==> config.mk <==
export PLATFORM = sky130hd
export DESIGN_NAME = tt_prog_loader
export DESIGN_NICKNAME = d
export VERILOG_FILES = /design/src/rtl/tt_prog_loader.sv
export SDC_FILE = /design/constraint.sdc
export NUM_CORES = 1
export LEC_CHECK = 0
export BUFFER_PORTS_ARGS = -buffer_cell sky130_fd_sc_hd__buf_2
export CORE_ASPECT_RATIO = 0.6
export CORE_MARGIN = 2
export CORE_UTILIZATION = 55
export CTS_BUF_LIST = sky130_fd_sc_hd__clkbuf_2 sky130_fd_sc_hd__clkbuf_4 sky130_fd_sc_hd__clkbuf_8
export CTS_CLUSTER_SIZE = 30
export DETAILED_ROUTE_END_ITERATION = 10
export MAX_ROUTING_LAYER = met4
export PLACE_DENSITY_LB_ADDON = 0.08
export SETUP_SLACK_MARGIN = 0.05
export SYNTH_ARGS = -nofsm -noshare
export SYNTH_HDL_FRONTEND = slang
export SYNTH_SLANG_ARGS = --single-unit
==> constraint.sdc <==
create_clock -name clk -period 2.5 [get_ports clk]
set_clock_uncertainty 0.2 [all_clocks]
set_input_delay 0.375 -clock clk [delete_from_list [all_inputs] [get_ports clk]]
set_output_delay 0.375 -clock clk [all_outputs]
set_load 0.02 [all_outputs]
==> src/rtl/tt_prog_loader.sv <==
// Program loader for the tiny accumulator core: receives a header/data/checksum
// byte stream, writes it into the instruction memory and gates core_run.
module tt_prog_loader #(
  parameter int          DEPTH   = 16,
  parameter logic [23:0] TIMEOUT = 24'd1_000_000
) (
  input  logic                     clk,
  input  logic                     rst,
  input  logic                     load_start,
  input  logic                     in_valid,
  input  logic [7:0]               in_data,
  output logic                     in_ready,
  input  logic [$clog2(DEPTH)-1:0] rd_addr,
  output logic [7:0]               rd_data,
  output logic                     core_run,
  output logic                     load_busy,
  output logic                     load_done,
  output logic                     load_err,
  output logic [1:0]               dbg_state
);

  localparam int AW = $clog2(DEPTH);

  typedef enum logic [1:0] {
    S_IDLE = 2'd0,
    S_HDR  = 2'd1,
    S_DATA = 2'd2,
    S_CHK  = 2'd3
  } state_t;

  state_t          state;
  logic [7:0]      mem [DEPTH];
  logic [AW-1:0]   addr;
  logic [3:0]      rem;
  logic [7:0]      sum;
  logic [23:0]     tmo_cnt;
  logic            prog_valid;
  logic            xfer;
  logic [7:0]      chk_total;

  // Handshake: a byte moves on a rising edge where in_valid && in_ready;
  // in_ready is registered and high exactly while the FSM is in HDR/DATA/CHK.
  assign xfer      = in_valid && in_ready;
  assign chk_total = sum + in_data;
  assign rd_data   = mem[rd_addr];
  assign dbg_state = state;

  always_ff @(posedge clk) begin
    if (rst) begin
      state      <= S_IDLE;
      in_ready   <= 1'b0;
      load_busy  <= 1'b0;
      core_run   <= 1'b0;
      load_done  <= 1'b0;
      load_err   <= 1'b0;
      prog_valid <= 1'b0;
      addr       <= '0;
      rem        <= '0;
      sum        <= '0;
      tmo_cnt    <= '0;
      for (int i = 0; i < DEPTH; i++) mem[i] <= 8'h00;
    end else begin
      load_done <= 1'b0;
      if (state == S_IDLE) begin
        if (load_start) begin
          state      <= S_HDR;
          in_ready   <= 1'b1;
          load_busy  <= 1'b1;
          core_run   <= 1'b0;
          load_err   <= 1'b0;
          prog_valid <= 1'b0;
          tmo_cnt    <= '0;
        end
      end else if (xfer) begin
        tmo_cnt <= '0;
        if (state == S_HDR) begin
          addr  <= in_data[4 +: AW];
          rem   <= in_data[3:0];
          sum   <= in_data;
          state <= S_DATA;
        end else if (state == S_DATA) begin
          mem[addr] <= in_data;
          addr      <= addr + 1'b1;
          sum       <= chk_total;
          if (rem == 4'd0) state <= S_CHK;
          else             rem   <= rem - 4'd1;
        end else begin
          state     <= S_IDLE;
          in_ready  <= 1'b0;
          load_busy <= 1'b0;
          if (chk_total == 8'h00) begin
            prog_valid <= 1'b1;
            core_run   <= 1'b1;
            load_done  <= 1'b1;
          end else begin
            load_err <= 1'b1;
          end
        end
      end else if (tmo_cnt == TIMEOUT - 24'd1) begin
        // Stalled stream: abandon the load, keeping whatever was already written.
        state     <= S_IDLE;
        in_ready  <= 1'b0;
        load_busy <= 1'b0;
        load_err  <= 1'b1;
      end else begin
        tmo_cnt <= tmo_cnt + 24'd1;
      end
    end
  end

endmodule
# Yosys cells after proc, flatten, opt, wreduce, memory -nomap -nowiden
# Memories as Yosys holds them, arrays and structs flattened.
# Cells that the tools add are included.
# word_totals
register_bits	46
latch_bits	0
mem_bits_rw	128
romBits	0
in_bits	16
wordCells	93
mem_count	1
# mem_list
name	words	width	read_ports	rd_clocked_by_memory_dff	wr	line_no	rtl
mem	16	8	1	0	16	32	logic [7:0] mem [DEPTH];
# classes
n_addsub	4
mul	0
div	0
n_lt_le_gt_ge	0
eq_ne	12
shifts	0
n_mux	48
n_bitwise	2
n_reduce_logical	17
# op_table
operator	count
2-to-1 mux 24 bit	4
2-to-1 mux 1 bit	28
adder 24 x 1 -> 24 bit, second input constant	1
== test 24 x 20 -> 1 bit, second input constant	1
2-to-1 mux 4 bit	6
2-to-1 mux 8 bit	3
2-to-1 mux 2 bit	7
!= test 3 bit, second input constant	4
AND reduction 5 bit	2
adder 8 bit	1
zero test 8 bit	1
!= test 2 bit, second input constant	4
AND reduction 4 bit	2
OR reduction 8 bit	1
AND reduction 3 bit	2
nonzero test 2 bit	3
!= test 5 x 4 -> 1 bit, second input constant	1
OR reduction 5 bit	1
adder 4 x 1 -> 4 bit, second input constant	1
zero test 4 bit	1
subtractor 4 x 1 -> 4 bit, second input constant	1
nonzero test 3 bit	1
== test 2 x 1 -> 1 bit, second input constant	1
== test 2 bit, second input constant	1
4 further kinds	5

# Logic depth before layout (Yosys ltp)
# logic_depth
depth_word	9
ltp_mapped	9

# Worst setup path before layout
# No wires, ideal clock.
# synth_path
path_type	reg2reg
startpoint	reg state[0] (netlist: dbg_state[0])
endpoint	mem mem[11][0], enable pin
setup_time_ns	0.384
arrival_time_ns	2.182
t_required_ns	1.916
path_slack_ns	-0.266
path_stages_with_launch	7
path_buffers	1
cell_sequence	dfxtp_1 -> inv_1 -> ha_1 -> nor3_1 -> nand2_1 -> clkbuf_1 -> o21ai_0
# synth_rtl
item	line_no	rtl
start: declaration	31	state_t state;
start signal: assignment	50	state <= S_IDLE;
start signal: assignment	66	state <= S_HDR;
start signal: assignment	80	state <= S_DATA;
end: declaration	32	

# Worst setup path after layout
# layout_path
startpoint	mem mem[10][3]
endpoint	out rd_data[3]
# layout_between
elab_chain_len	1
# layout_lines
item	line_no	rtl
memory read (16 x 8 bit)	n/a	
end: declaration	14	output logic [7:0] rd_data,
# Every way passes these cells.

==> results.cfg <==
[detailed_routing]
drtPass1Iterations = 5
wirelength_um = 21600
post-route-drc-count = 0
post_drt_wl_per_cell_um = 22.0
ant_nets = 0
vias = 5908
via_per_inst = 6.02
first_iter_violations = 644

[cts]
clock_latency_ns = 0.47
postCtsHoldBufs = 0
clockBufferDepth = 2
cts_buffers = 17
cts_tree = built
cts_root_buf = clkbuf_8
h-tree-depth = 4
clkSlewWorstSetupHoldPaths_ns = 0.10
post_cts_buffers = 0
clock_sinks = 174

[timing]
maxSlewViolCount = 0
layout_min_cycle_time_ns = 2.68
period_share_pct = 107
finalSetupViolCount = 8
fin_ws_ns = -0.178
tightest_slew_ns = 0.611
hold_violations = 0
slew_headroom_pct = 59.1
clock.fmax_mhz = 373
rsz0062_at_grt = yes

[setup_path]
path_buf_inv = 1
critPathLaunch = mem[10][3]
startpoint_type = register
cp_slowest_cell = mux4_2
crit_chain = mux4_2, mux4_2, buf_6
critPathMaxStageDelay_ns = 0.54
critical_path_class = register to output port
crit_top_cell = mux4_2
crit_fanout = 1
r2r-start = sum[0]
end_kind = output port
cpLargestDelayFamily = multiplexers
worstPathRequired_ns = 1.92
crit_arrival_ns = 2.10

[place]
gp_congestion = 0.891
hpwl_um = 15700
port_buffers = 30
dp_slack_ns = -0.0672

[floorplanning]
die_w_um = 166
fp.dieH_um = 101
start_util_pct = 56.2
row_count = 35
coreArea_um2 = 15300
dieArea_um2 = 16700
ioPinCount = 31

[cells_and_area]
fin_nets = 799
mostFrequentLayoutCell = edfxtp_1
final_util_pct = 63.9
drive_gt1_share_pct = 24.5
layout.cells.most_common_list = edfxtp_1 (128), and2_1 (116), nor2_1 (55), buf_4 (55), dfxtp_1 (44)
nFillCells = 1190
diodes = 0
area_growth_pct = 13.7

[global_routing]
grt_max_degree = 35
grt_use_total_pct = 28.4
antenna_found_initial = 0
grt-ovfl-total = 0
grt_pass1_vias = 5746
grt_pass1_wl_um = 33400

[synthesis]
ys_async_sr_fraction_pct = 0
syn_area_per_cell_um2 = 12.3
yosysUniqueCellTypes = 61
ys_seq_elements = 174
ys_warn_count = 0
synthCells = 702
yosys-top-cells-area = edfxtp_1 (45%), dfxtp_1 (11%), mux4_2 (10%), and2_1 (8.4%), nor2_1 (2.6%)
yosys.area.top_type_share_pct = 44.6
synth_nets = 735
ys.flop_type = edfxtp_1
syn-cell-area_um2 = 8610
synth_top_area_cell = edfxtp_1
synth_edf_count = 128
ys_seq_area_share_pct = 55.3

[status]
failed_checks = setup timing
status = finished, violations left

[pwr]
power.density_nw_per_um2 = 585
leakage_nw = 3.54
power_mw = 5.73
ir_drop_mv = 0.266

[worst_hold_path]
min_from = load_start
hp-class = input port to register

[run]
maxCapViolCount = 0
==> metrics by stage <==
stage               instances  instance area [um^2]  TNS (ns)  hold slack (ns)
finish                    982                  9790     -1.04           0.0374
global route              982                  9790     -1.63           0.0197
floorplan                 702                  8640     -4.91            0.244
detailed placement        950                  9300    -0.189            0.286
CTS                       982                  9740     -1.16          0.00859
global placement          950                  9300         0            0.267
==> repair_timing <==
item | CTS | global route
resized for setup | 19 | 17
cloned | 0 | 0
pin swaps | 0 | 1
endpoints found under the setup margin | 33 | 103
==> registers in the layout, summed over array words and instances (netlist names) <==
name,count
load_err,1
tmo_cnt,24
sum,8
rem,4
load_busy,1
mem,128
addr,4
load_done,1
core_run,1
dbg_state,2
==> where the power goes <==
group | internal [mW] | switching [mW] | total, mW
clock | 0.747 | 1.18 | 1.93
sequential | 3.17 | 0.0484 | 3.22
combinational | 0.250 | 0.337 | 0.588
total | 4.17 | 1.57 | 5.73
==> cells by family after synthesis <==
group           after synthesis  share of synthesized area (%)
simple gates                304                           20.0
buf+inv                      54                           2.47
flops                       174                           55.3
xor+xnor                     23                           2.34
compound gates               88                           6.60
fa+ha+maj                    17                           2.56
mux                          42                           10.7
==> worst paths after layout <==
kind / to / slack [ns] / cells after the start
setup / recovery: rd_data[3] / -0.18 / 3
hold / removal: load_busy / 0.04 / 3
setup reg to reg: load_err / 0.14 / 9
hold reg to reg: sum[0] / 0.31 / 2
==> cell type report <==
type / instances / area (um^2) / share of cell area, %
well taps: 203 / 254 / 2.59
flip-flops and latches: 174 / 4770 / 48.7
clock inverters: 15 / 143 / 1.46
multi-input cells: 474 / 3700 / 37.7
inverters: 12 / 46.3 / 0.473
repair buffers: 87 / 653 / 6.67
clock buffers: 17 / 234 / 2.39
==> cell usage after synthesis (3+ instances only) <==
cell type / count
ha_1: 16
nor4_1: 13
buf_1: 4
a21oi_1: 18
and3_1: 4
nor3_1: 27
and2_1: 116
mux4_2: 40
or2_2: 4
a22oi_1: 3
o211ai_1: 7
nand2_1: 27
nor2b_1: 5
xor2_1: 6
nand2b_1: 10
o21ai_0: 31
xnor2_1: 17
nand3_1: 11
inv_1: 11
nor2_1: 59
edfxtp_1: 128
dfxtp_1: 46
o21ai_1: 4
a211oi_1: 3
buf_2: 5
nor3b_1: 4
nor4b_1: 5
clkbuf_1: 32
or3_1: 4
a311oi_1: 4
==> tightest hold or removal path, cell delays in order <==
cell and delay, ns:
buf_2 0.14, nand2_1 0.07, a21oi_1 0.05
==> metal layers <==
layer,part of all wire (%),global-route usage (%)
met1,45,42.1
met5,0,-
met4,0.93,6.43
met3,11,8.89
met2,43,38.2
Note: power is estimated with default switching activity, not from simulation.
